File: src/rtl/pc_pkg.sv
// Shared types and defaults for the fetch PC generator.
// Holds the FSM state encoding, the next-PC select and event codes, and the parameter defaults.
package pc_pkg;

    localparam int unsigned XLEN_DEF      = 32;
    localparam int unsigned INC_DEF       = 4;
    localparam logic [31:0] RESET_VEC_DEF = 32'h0000_0000;
    localparam logic [31:0] TRAP_VEC_DEF  = 32'h0000_0100;

    typedef enum logic [1:0] {
        ST_BOOT = 2'b00,
        ST_RUN  = 2'b01,
        ST_HALT = 2'b10,
        ST_TRAP = 2'b11
    } pc_state_e;

    typedef enum logic [1:0] {
        SEL_HOLD   = 2'd0,
        SEL_INC    = 2'd1,
        SEL_TARGET = 2'd2,
        SEL_TRAP   = 2'd3
    } pc_sel_e;

    typedef enum logic [1:0] {
        EVT_NONE     = 2'd0,
        EVT_TRAP     = 2'd1,
        EVT_MISALIGN = 2'd2,
        EVT_REDIR    = 2'd3
    } pc_evt_e;

endpackage

File: src/rtl/pc_gen_if.sv
// Fetch-side bundle of pc_gen: pipeline control in, fetch request and status out.
// Signal suffixes are relative to pc_gen, which uses the slave modport.
interface pc_gen_if #(
    parameter int unsigned XLEN = pc_pkg::XLEN_DEF
);
    logic            stall_i;
    logic            redir_valid_i;
    logic [XLEN-1:0] redir_target_i;
    logic            trap_i;
    logic            halt_i;
    logic            resume_i;
    logic            fetch_ready_i;
    logic [XLEN-1:0] pc_o;
    logic            fetch_valid_o;
    logic            flush_o;
    logic            misalign_o;
    logic [1:0]      state_o;

    modport master (
        output stall_i, redir_valid_i, redir_target_i, trap_i, halt_i, resume_i, fetch_ready_i,
        input  pc_o, fetch_valid_o, flush_o, misalign_o, state_o
    );

    modport slave (
        input  stall_i, redir_valid_i, redir_target_i, trap_i, halt_i, resume_i, fetch_ready_i,
        output pc_o, fetch_valid_o, flush_o, misalign_o, state_o
    );

endinterface

File: src/rtl/pc_next_sel.sv
// Next-PC mux: hold, increment (wrapping), redirect target or trap vector; flags unaligned targets.
// Purely combinational, no backpressure of its own.
module pc_next_sel
    import pc_pkg::*;
#(
    parameter int unsigned     XLEN     = XLEN_DEF,
    parameter int unsigned     INC      = INC_DEF,
    parameter logic [XLEN-1:0] TRAP_VEC = XLEN'(TRAP_VEC_DEF)
) (
    input  pc_sel_e         sel_i,
    input  logic [XLEN-1:0] pc_i,
    input  logic [XLEN-1:0] target_i,
    output logic [XLEN-1:0] nxt_pc_o,
    output logic            misalign_o
);

    localparam logic [XLEN-1:0] INC_W      = XLEN'(INC);
    localparam logic [XLEN-1:0] ALIGN_MASK = XLEN'(INC - 1);

    assign misalign_o = (target_i & ALIGN_MASK) != '0;

    always_comb begin
        nxt_pc_o = pc_i;
        case (sel_i)
            SEL_HOLD:   nxt_pc_o = pc_i;
            SEL_INC:    nxt_pc_o = pc_i + INC_W;
            SEL_TARGET: nxt_pc_o = target_i;
            SEL_TRAP:   nxt_pc_o = TRAP_VEC;
            default:    nxt_pc_o = pc_i;
        endcase
    end

endmodule

File: src/rtl/pc_gen.sv
// Fetch PC generator FSM (BOOT/RUN/HALT/TRAP); every output is registered, so changes show one cycle later.
// The PC advances only on an accepted fetch; redirects and traps ignore stall_i and fetch_ready_i.
module pc_gen
    import pc_pkg::*;
#(
    parameter int unsigned     XLEN      = XLEN_DEF,
    parameter logic [XLEN-1:0] RESET_VEC = XLEN'(RESET_VEC_DEF),
    parameter logic [XLEN-1:0] TRAP_VEC  = XLEN'(TRAP_VEC_DEF),
    parameter int unsigned     INC       = INC_DEF
) (
    input logic    clk,
    input logic    rst,
    pc_gen_if.slave bus
);

    pc_state_e       state_q, state_d;
    logic [XLEN-1:0] pc_q, pc_d;
    logic            fetch_valid_q, fetch_valid_d;
    logic            flush_q, flush_d;
    logic            misalign_q, misalign_d;
    pc_sel_e         pc_sel;
    pc_evt_e         evt;
    logic            tgt_misaligned;

    pc_next_sel #(
        .XLEN     (XLEN),
        .INC      (INC),
        .TRAP_VEC (TRAP_VEC)
    ) u_next_sel (
        .sel_i      (pc_sel),
        .pc_i       (pc_q),
        .target_i   (bus.redir_target_i),
        .nxt_pc_o   (pc_d),
        .misalign_o (tgt_misaligned)
    );

    always_ff @(posedge clk) begin
        if (rst) begin
            state_q       <= ST_BOOT;
            pc_q          <= RESET_VEC;
            fetch_valid_q <= 1'b0;
            flush_q       <= 1'b0;
            misalign_q    <= 1'b0;
        end else begin
            state_q       <= state_d;
            pc_q          <= pc_d;
            fetch_valid_q <= fetch_valid_d;
            flush_q       <= flush_d;
            misalign_q    <= misalign_d;
        end
    end

    // Priority inside RUN: trap > misaligned redirect > redirect > halt > stall > advance.
    always_comb begin
        state_d = state_q;
        pc_sel  = SEL_HOLD;
        evt     = EVT_NONE;
        case (state_q)
            ST_BOOT, ST_TRAP: begin
                if (bus.trap_i) begin
                    state_d = ST_TRAP;
                    pc_sel  = SEL_TRAP;
                    evt     = EVT_TRAP;
                end else begin
                    state_d = ST_RUN;
                end
            end
            ST_RUN: begin
                if (bus.trap_i) begin
                    state_d = ST_TRAP;
                    pc_sel  = SEL_TRAP;
                    evt     = EVT_TRAP;
                end else if (bus.redir_valid_i && tgt_misaligned) begin
                    state_d = ST_TRAP;
                    pc_sel  = SEL_TRAP;
                    evt     = EVT_MISALIGN;
                end else if (bus.redir_valid_i) begin
                    pc_sel  = SEL_TARGET;
                    evt     = EVT_REDIR;
                end else if (bus.halt_i) begin
                    state_d = ST_HALT;
                end else if (!bus.stall_i && bus.fetch_ready_i) begin
                    pc_sel  = SEL_INC;
                end
            end
            ST_HALT: begin
                if (bus.trap_i) begin
                    state_d = ST_TRAP;
                    pc_sel  = SEL_TRAP;
                    evt     = EVT_TRAP;
                end else if (bus.redir_valid_i) begin
                    pc_sel  = SEL_TARGET;
                    evt     = EVT_REDIR;
                end else if (bus.resume_i) begin
                    state_d = ST_RUN;
                end
            end
        endcase
    end

    always_comb begin
        fetch_valid_d = (state_d == ST_RUN);
        flush_d       = (evt != EVT_NONE);
        misalign_d    = (evt == EVT_MISALIGN);
    end

    assign bus.pc_o          = pc_q;
    assign bus.fetch_valid_o = fetch_valid_q;
    assign bus.flush_o       = flush_q;
    assign bus.misalign_o    = misalign_q;
    assign bus.state_o       = state_q;

endmodule

File: src/flat_wrapper.sv
// flat-port wrapper written by rule: the top's interface ports become plain ports
module pc_gen_flat import pc_pkg::*;
#(
    parameter int unsigned     XLEN      = XLEN_DEF,
    parameter logic [XLEN-1:0] RESET_VEC = XLEN'(RESET_VEC_DEF),
    parameter logic [XLEN-1:0] TRAP_VEC  = XLEN'(TRAP_VEC_DEF),
    parameter int unsigned     INC       = INC_DEF
)
  (clk, rst, bus_stall_i, bus_redir_valid_i, bus_redir_target_i, bus_trap_i, bus_halt_i, bus_resume_i, bus_fetch_ready_i, bus_pc_o, bus_fetch_valid_o, bus_flush_o, bus_misalign_o, bus_state_o);
  pc_gen_if #(.XLEN(XLEN)) bus_i ();
  input logic clk;
  input logic rst;
  input wire logic [$bits(bus_i.stall_i)-1:0] bus_stall_i;
  input wire logic [$bits(bus_i.redir_valid_i)-1:0] bus_redir_valid_i;
  input wire logic [$bits(bus_i.redir_target_i)-1:0] bus_redir_target_i;
  input wire logic [$bits(bus_i.trap_i)-1:0] bus_trap_i;
  input wire logic [$bits(bus_i.halt_i)-1:0] bus_halt_i;
  input wire logic [$bits(bus_i.resume_i)-1:0] bus_resume_i;
  input wire logic [$bits(bus_i.fetch_ready_i)-1:0] bus_fetch_ready_i;
  output wire logic [$bits(bus_i.pc_o)-1:0] bus_pc_o;
  output wire logic [$bits(bus_i.fetch_valid_o)-1:0] bus_fetch_valid_o;
  output wire logic [$bits(bus_i.flush_o)-1:0] bus_flush_o;
  output wire logic [$bits(bus_i.misalign_o)-1:0] bus_misalign_o;
  output wire logic [$bits(bus_i.state_o)-1:0] bus_state_o;
  assign bus_i.stall_i = bus_stall_i;
  assign bus_i.redir_valid_i = bus_redir_valid_i;
  assign bus_i.redir_target_i = bus_redir_target_i;
  assign bus_i.trap_i = bus_trap_i;
  assign bus_i.halt_i = bus_halt_i;
  assign bus_i.resume_i = bus_resume_i;
  assign bus_i.fetch_ready_i = bus_fetch_ready_i;
  assign bus_pc_o = bus_i.pc_o;
  assign bus_fetch_valid_o = bus_i.fetch_valid_o;
  assign bus_flush_o = bus_i.flush_o;
  assign bus_misalign_o = bus_i.misalign_o;
  assign bus_state_o = bus_i.state_o;
  pc_gen #(.XLEN(XLEN), .RESET_VEC(RESET_VEC), .TRAP_VEC(TRAP_VEC), .INC(INC)) u_core (.clk(clk), .rst(rst), .bus(bus_i));
endmodule
File: config.mk
export PLATFORM = sky130hd
export DESIGN_NAME = pc_gen_flat
export DESIGN_NICKNAME = d
export VERILOG_FILES = /design/src/rtl/pc_pkg.sv /design/src/rtl/pc_gen_if.sv /design/src/rtl/pc_next_sel.sv /design/src/rtl/pc_gen.sv /design/src/flat_wrapper.sv
export SDC_FILE = /design/constraint.sdc
export NUM_CORES = 1
export LEC_CHECK = 0
export CORE_ASPECT_RATIO = 1.4
export CORE_MARGIN = 8
export CORE_UTILIZATION = 46
export DETAILED_ROUTE_END_ITERATION = 6
export PLACE_DENSITY = 0.78
export SYNTH_ARGS = -nofsm -noshare
export SYNTH_HDL_FRONTEND = slang
export SYNTH_SLANG_ARGS = --single-unit
File: constraint.sdc
create_clock -name clk -period 2.65 [get_ports clk]
set_input_delay 0.53 -clock clk [delete_from_list [all_inputs] [get_ports clk]]
set_output_delay 0.53 -clock clk [all_outputs]
set_load 0.05 [all_outputs]
# Word level (Yosys, flattened, before mapping)
# Index checks and enable logic that the tools add are counted.
dict set report word_totals {
  output_inout_bits 37
  regBits 37
  in_bits 40
  wordCells 47
}
dict set report op_classes {
  n_reduce_logical 8
  addsub 1
  mux 25
  eq_ne 8
}
# op count
set op_table {}
lappend op_table {{$pmux 32 s3} 1}
lappend op_table {{$mux 2} 19}
lappend op_table {{$add 32x3->32 const B} 1}
lappend op_table {{$reduce_bool 32->1} 1}
lappend op_table {{$pmux 2 s3} 3}
lappend op_table {{$eq 2x2->1 const B} 5}
lappend op_table {{$eq 2x1->1 const B} 3}
lappend op_table {{$logic_not 2->1} 2}
lappend op_table {{$logic_and 1x1->1} 2}
lappend op_table {{$mux 1} 2}
lappend op_table {{$reduce_bool 2->1} 1}
lappend op_table {{$reduce_or 2->1} 1}
lappend op_table {{$logic_not 1->1} 1}

# Longest topological paths before layout
# Gate-level depths: netlist of run 1.
dict set report logic_depth {
  ltp_word 10
  depth_mapped 9
  ltp_nobuf 7
}

# Modules after synthesis
# A second synthesis of run 1 with hierarchy kept.
dict set report unflattened {
  cells_unflattened 330
  hier_area_um2 2612.5
}
# mod instances cells_each area_per_inst_um2 seq_area_each_um2
set by_module_without_submodules {}
lappend by_module_without_submodules {pc_next_sel 1 227 1461.4 0.0}
lappend by_module_without_submodules {pc_gen 1 103 1151.1 740.7}

# Least setup slack after synthesis of run 1
# Ideal clock, no wire load.
dict set report synth_path {
  path_type {register to register}
  startpoint {register u_core.state_q[0] (netlist: u_core.bus.state_o[0])}
  endpoint {register u_core.pc_q[11] (netlist: u_core.bus.pc_o[11])}
  path_slack_ns 0.146
  arrival_ns 2.384
  setup_ns 0.120
  path_buffers 2
  required_ns 2.530
  synth_period_minus_slack_ns 2.504
  stages_incl_launch_ff 9
  cell_sequence {dfxtp_1 inv_1 ha_1 buf_6 o32ai_2 nor2_2 and2_1 buf_6 a211o_1}
}
dict set report synth_between {
  elab_chain_len 5
  elab_cells_between_ends 11
  classes_between {6 x eq/ne; 2 x mux; 3 x reduce/logical}
}
# element line_no
set synth_rtl {}
lappend synth_rtl {{from (decl)} pc_gen.sv:16} ;# pc_state_e state_q, state_d;
lappend synth_rtl {{from (signal assigned)} pc_gen.sv:45} ;# state_q <= state_d;
lappend synth_rtl {{$eq 2x2->1 / $logic_not 2->1 (equally long branches)} pc_gen.sv:58} ;# case (state_q)
lappend synth_rtl {{$reduce_or 2->1} pc_gen.sv:58}
lappend synth_rtl {{$pmux 2 s3 *} pc_gen.sv:58}
lappend synth_rtl {{$eq 2x2->1 / $eq 2x1->1 (equally long branches)} pc_next_sel.sv:24} ;# case (sel_i)
lappend synth_rtl {{$pmux 32 s3} pc_next_sel.sv:24}
lappend synth_rtl {{to (signal assigned)} pc_gen.sv:46} ;# pc_q <= pc_d;
lappend synth_rtl {{to (decl)} pc_gen.sv:17} ;# logic [XLEN-1:0] pc_q, pc_d;
# Mark *: on every way between the ends. The rest lies on a longest branch, timed or not.
# A chain may end at the register's enable or synchronous reset.

# Final worst setup path of run 1
dict set report layout_path {
  startpoint {register u_core.state_q[0] (netlist: u_core.bus.state_o[0])}
  endpoint {register u_core.pc_q[26] (netlist: u_core.bus.pc_o[26])}
}
# The elaborated chain is that of the path after synthesis.

==> flow_metrics.tcl, run 1 <==
set metrics [dict create \
    status "finished clean" \
    postRouteAntennaNets 0 \
    vias 2245 \
    yosys_most_used_dff "dfxtp_1" \
    p_leak_nw 1.21 \
    synth_top_area_share 0.324 \
    yosysWarnings 0 \
    synth_edf_count 0 \
    dp_slack_ns -0.00577 \
    report.final.slew_viol_count 0 \
    cts-root-buf "clkbuf_8" \
    rows 30 \
    chipWidth_um 75.5 \
    first_pass_iters 5 \
    worst_ep_arrival_time_ns 2.70 \
    grt_max_degree 24 \
    syn-mean-instance-area_um2 9.32 \
    postLayoutCoreUtil 0.679 \
    min_path_cells 2 \
    clk_latency_ns 0.30 \
    wl_per_cell_um 16.7 \
    stdcell_count 390 \
    async_reset_ff_frac 0 \
    critPathKind "register to register" \
    p_per_area_nw_per_um2 972 \
    ys_seq_area_frac 0.324 \
    yosysMostFrequentCell "dfxtp_1" \
    synth_area_leader_cell "dfxtp_1" \
    synth_nets 288 \
    drt-total-wl_mm 6.50 \
    place_inst 382 \
    grt_pass1_vias 2290 \
    tightest_slew_ns 0.741 \
    rsz0062_at_grt "no" \
    drive_above_1_share 0.132 \
    numCtsBuffers 5 \
    final_cell_area_um2 3260 \
    clk_pin_slew_ns 0.08 \
    max_cap_violations 0 \
    tns_ns 0 \
    dr.first_iter.drc_count 117 \
    end_kind "register" \
    post-dp-hpwl_mm 5.07 \
    io_pins 77 \
    fmax_mhz 407 \
    crit_path_start_kind "register" \
    grt_overflow_total 0 \
    synth_cell_types 49 \
    worst_slack_ns 0.190 \
    clockBufferDepth 2 \
    whs_ns 0.469 \
    antenna_cells 0 \
    antenna_found_initial 0 \
    place_area_um2 3140 \
    min_period_ns 2.46 \
    setup_viol 0 \
    die-area_um2 7510 \
    postCtsHoldBufs 0 \
    cts_tree "yes" \
    irDropWorstVdd_mv 0.668 \
    drc 0 \
    cts.sinks 37 \
    syn_inst 245 \
    min_period_over_period 0.928 \
    slew_headroom 0.506 \
    portBuffers 76 \
    start_util 0.475 \
    fin_worst_skew_ns 0.00717 \
    synth_area_leaders "dfxtp_1 (32%), a2111oi_2 (7.2%), a22o_1 (6.9%), xor2_1 (5.8%), nand3_1 (3.3%)" \
    finalNetCount 368 \
    rr_worst_depth 7 \
    min-delay-path-class "register to register" \
    ys_seq_elements 37 \
    postCtsSetupRepairBufs 0 \
    track_usage 0.180 \
    place.gp.congestion 0.834 \
    grt_first_pass_wirelength_mm 10.7 \
    crit_required_ns 2.89 \
    chipHeight_um 99.4 \
    synth_area_um2 2280 \
    cts_resized 0 \
    synth.top_cells.by_count "dfxtp_1 (37), a22o_1 (18), nand3_1 (15), xor2_1 (15), a21oi_1 (12)" \
    core_area_um2 4800 \
    power_mw 3.17 \
    htree_num_levels 2 \
    hold_viol 0 \
    worst-path-max-fanout 20 \
    syn2layout_area_growth_pct 42.8 \
    avgViaCountPerCell 5.76 \
]
[path summary, 6_finish.rpt]
path                         endpoint  slack (ns)                   from
hold reg to reg    u_core.bus.pc_o[0]        0.47     u_core.bus.pc_o[0]
setup reg to reg  u_core.bus.pc_o[26]        0.19  u_core.bus.state_o[0]
setup / recovery  u_core.bus.pc_o[26]        0.19  u_core.bus.state_o[0]
hold / removal     u_core.bus.pc_o[0]        0.47     u_core.bus.pc_o[0]
[cell families (layout without fill, tap and decap cells)]
kind of cell | count (synthesis) | after routing | synth area share
xor gates and xnor gates | 19 | 19 | 0.0729
muxes | 1 | 1 | 0.00438
and+or+nand+nor | 77 | 77 | 0.205
buffers and inverters | 27 | 108 | 0.0603
DFF | 37 | 37 | 0.324
adders and majority gates | 3 | 3 | 0.0164
AOI/OAI and AO/OA | 81 | 81 | 0.317
[cell type report]
cell class	count	area, um^2
inverter	10	37.5
clock buffer	6	82.6
multi-input combinational	181	1410
clock inverter	2	37.5
fill	424	1540
sequential	37	741
timing repair buffer	90	878
tap	64	80.1
[cell usage in the layout (no fill, tap or decap), drive strengths merged, types with 10 or more instances in the layout]
cell type / n
clkdlybuf4s50: 76
dfxtp: 37
a22o: 18
nand3: 15
xor2: 15
buf: 14
a21oi: 12
a2111oi: 11
nand2: 10
inv: 10
o21ai: 10
[registers in the layout (all words and copies together), names as in the netlist]
| name | count |
|---|---|
| u_core.bus.pc_o | 32 |
| u_core.bus.flush_o | 1 |
| u_core.bus.misalign_o | 1 |
| u_core.bus.fetch_valid_o | 1 |
| u_core.bus.state_o | 2 |
[metal layers]
layer  track usage  vias to the layer above  share of wire
met3        0.0483                       12          0.058
met5             0                        -              0
li1              -                     1111              -
met2         0.310                       66           0.52
met1         0.197                     1056           0.40
met4        0.0773                        0          0.022
[report_power, final]
group | internal [mW] | leakage [nW] | switching, mW
Sequential | 0.719 | 0.304 | 0.184
Clock | 0.306 | 0.0574 | 0.213
Combinational | 0.643 | 0.845 | 1.10
[critical path, stage by stage (launching register included)]
cell,delay [ns]
dfxtp_1,0.36
inv_1,0.09
ha_1,0.47
nor2_1,0.10
a31oi_2,0.36
o2bb2ai_2,0.14
and2_1,0.62
a22o_1,0.25
(Power assumes the default switching activity.)
==> run 2: changes to the inputs <==
--- a/config.mk
+++ b/config.mk
@@ -5,8 +5,9 @@
 export SDC_FILE = /design/constraint.sdc
 export NUM_CORES = 1
 export LEC_CHECK = 0
+export CAP_MARGIN = 40
 export CORE_ASPECT_RATIO = 1.4
-export CORE_MARGIN = 8
+export CORE_MARGIN = 5
 export CORE_UTILIZATION = 46
 export DETAILED_ROUTE_END_ITERATION = 6
 export PLACE_DENSITY = 0.78
==> run 2 against run 1 <==
Effect of this change:
- via count grew 0.80%
- register-to-register slack improved by 0.08 ns
- sequential share of layout area increased by 0.26 points
- count of clock-buffer cells in the layout did not move
- clock power fell by 26%
- sequential power increased by 0.4%
- die area decreased by 14%
- wire length down 2.1%
- design area shrank 1.2%
- worst hold slack got worse by 0.0057 ns
- non-clock buffer count did not move
- largest cell class unchanged
==> flow_metrics.tcl, run 2 (synthesized netlist as in run 1, its figures left out) <==
set metrics [dict create \
    status "finished clean" \
    grt_overflow_total 0 \
    grt-busiest-layer "met2" \
    p_leak_nw 1.19 \
    report.final.slew_viol_count 0 \
    clk_pin_slew_ns 0.08 \
    portBuffers 76 \
    numCtsBuffers 5 \
    antenna_cells 0 \
    crit_required_ns 2.89 \
    tns_ns 0 \
    worstSetupStartpoint "u_core.bus.state_o[0]" \
    postCtsHoldBufs 0 \
    grt_first_pass_wirelength_mm 10.6 \
    crit_path_start_kind "register" \
    drc 0 \
    avgViaCountPerCell 5.80 \
    worst-path-max-fanout 20 \
    final_common_cell "clkdlybuf4s50_1" \
    p_per_area_nw_per_um2 945 \
    min_period_over_period 0.899 \
    place.gp.congestion 0.788 \
    end_kind "register" \
    largest_register_ff_count 32 \
    rr_worst_depth 7 \
    rsz0062_at_grt "no" \
    grt_pass1_vias 2300 \
    cp.depth 7 \
    seqCellArea_um2 741 \
    cts_tree "yes" \
    final_cell_mix "clkdlybuf4s50_1 (76), dfxtp_1 (37), a22o_1 (18)" \
    chipWidth_um 69.5 \
    multi_input_area_um2 1410 \
    grt_util_met2 0.372 \
    grt_max_degree 24 \
    met1_usage 0.215 \
    slew_headroom 0.492 \
    drive_above_1_share 0.129 \
    htree_num_levels 2 \
    cts-root-buf "clkbuf_8" \
    max_cap_violations 0 \
    finalNetCount 368 \
    slowest_delay_ns 0.64 \
    crit_slowest_cell "and2_1" \
    nFillCells 397 \
    setup_viol 0 \
    clock_power_share 0.126 \
    min_path_cells 2 \
    p_seq_frac 0.298 \
    p_sw_frac 0.491 \
    hold_viol 0 \
    wl_per_cell_um 16.3 \
    cp_top_family "simple AND/OR/NAND/NOR gates" \
    r2r-start "u_core.bus.state_o[0]" \
    core_area_um2 4840 \
    min-delay-path-class "register to register" \
    p_sw_mw 1.50 \
    clockBufferDepth 2 \
    syn2layout_area_growth_pct 41.2 \
    fin_worst_skew_ns 0.00557 \
    internal_power_mw 1.55 \
    cts_resized 0 \
    post-dp-hpwl_mm 4.83 \
    rrSetupSlack_ns 0.27 \
    die-area_um2 6490 \
    whs_ns 0.463 \
    io_pins 77 \
    rows 30 \
    start_util 0.472 \
    power_mw 3.05 \
    critPathKind "register to register" \
    path_buf_inv 1 \
    irDropWorstVdd_mv 0.582 \
    drt-total-wl_mm 6.36 \
    antenna_found_initial 0 \
    grtUsageMet3 0.0387 \
    postCtsSetupRepairBufs 0 \
    cts.sinks 37 \
    min_from "u_core.bus.pc_o[0]" \
    path_cells "inv_1 -> ha_1 -> nor2_1 -> a31oi_2 -> o2bb2ai_2 -> and2_1 -> a22o_1" \
    clk_latency_ns 0.29 \
    track_usage 0.197 \
    vias 2263 \
    fmax_mhz 420 \
    pwr-share-comb 0.576 \
    postRouteAntennaNets 0 \
    dr.first_iter.drc_count 82 \
    first_pass_iters 4 \
    min_period_ns 2.38 \
    tightest_slew_ns 0.762 \
    worst_ep_arrival_time_ns 2.62 \
    chipHeight_um 93.4 \
]
run 2: path summary, 6_finish.rpt:
kind | endpoint
worst max register to register | u_core.bus.pc_o[7]
worst min register to register | u_core.bus.pc_o[0]
worst min-delay path | u_core.bus.pc_o[0]
worst max-delay path | u_core.bus.pc_o[7]
run 2: cell type report:
| cell class | count | share of cell area |
|---|---|---|
| timing repair buffer | 90 | 0.272 |
| tap | 64 | 0.0248 |
| sequential | 37 | 0.230 |
| clock buffer | 6 | 0.0225 |
| multi-input combinational | 181 | 0.436 |
| clock inverter | 2 | 0.00310 |
| inverter | 10 | 0.0116 |
run 2: layer usage:
layer,up-vias,share of wire
met4,0,0.018
met5,-,0
li1,1110,-
met3,10,0.043
met1,1082,0.41
met2,61,0.53
run 2: through the flow:
step	instance area, um^2	instances	setup slack [ns]	util
finish	3220	390	0.269	0.666
global route	3220	390	0.0956	0.666
CTS	3220	390	0.221	0.666
detailed placement	3140	382	0.0296	0.649
global placement	3140	382	0.0773	0.649
floorplan	2280	245	0.146	-
run 2: power by group through the flow:
stage	Sequential, mW	Combinational [mW]	Clock (mW)
after detailed placement	0.915	1.76	0
after CTS	0.904	1.76	0.391
final	0.907	1.75	0.385
after floorplan	1.43	0.651	0
after global routing	0.929	1.85	0.418
after global placement	0.912	1.73	0
run 2: tightest hold or removal path, cell delays in order, from the launching register on:
cell and delay (ns):
dfxtp_1 0.32, nand2_1 0.05, a21oi_1 0.05
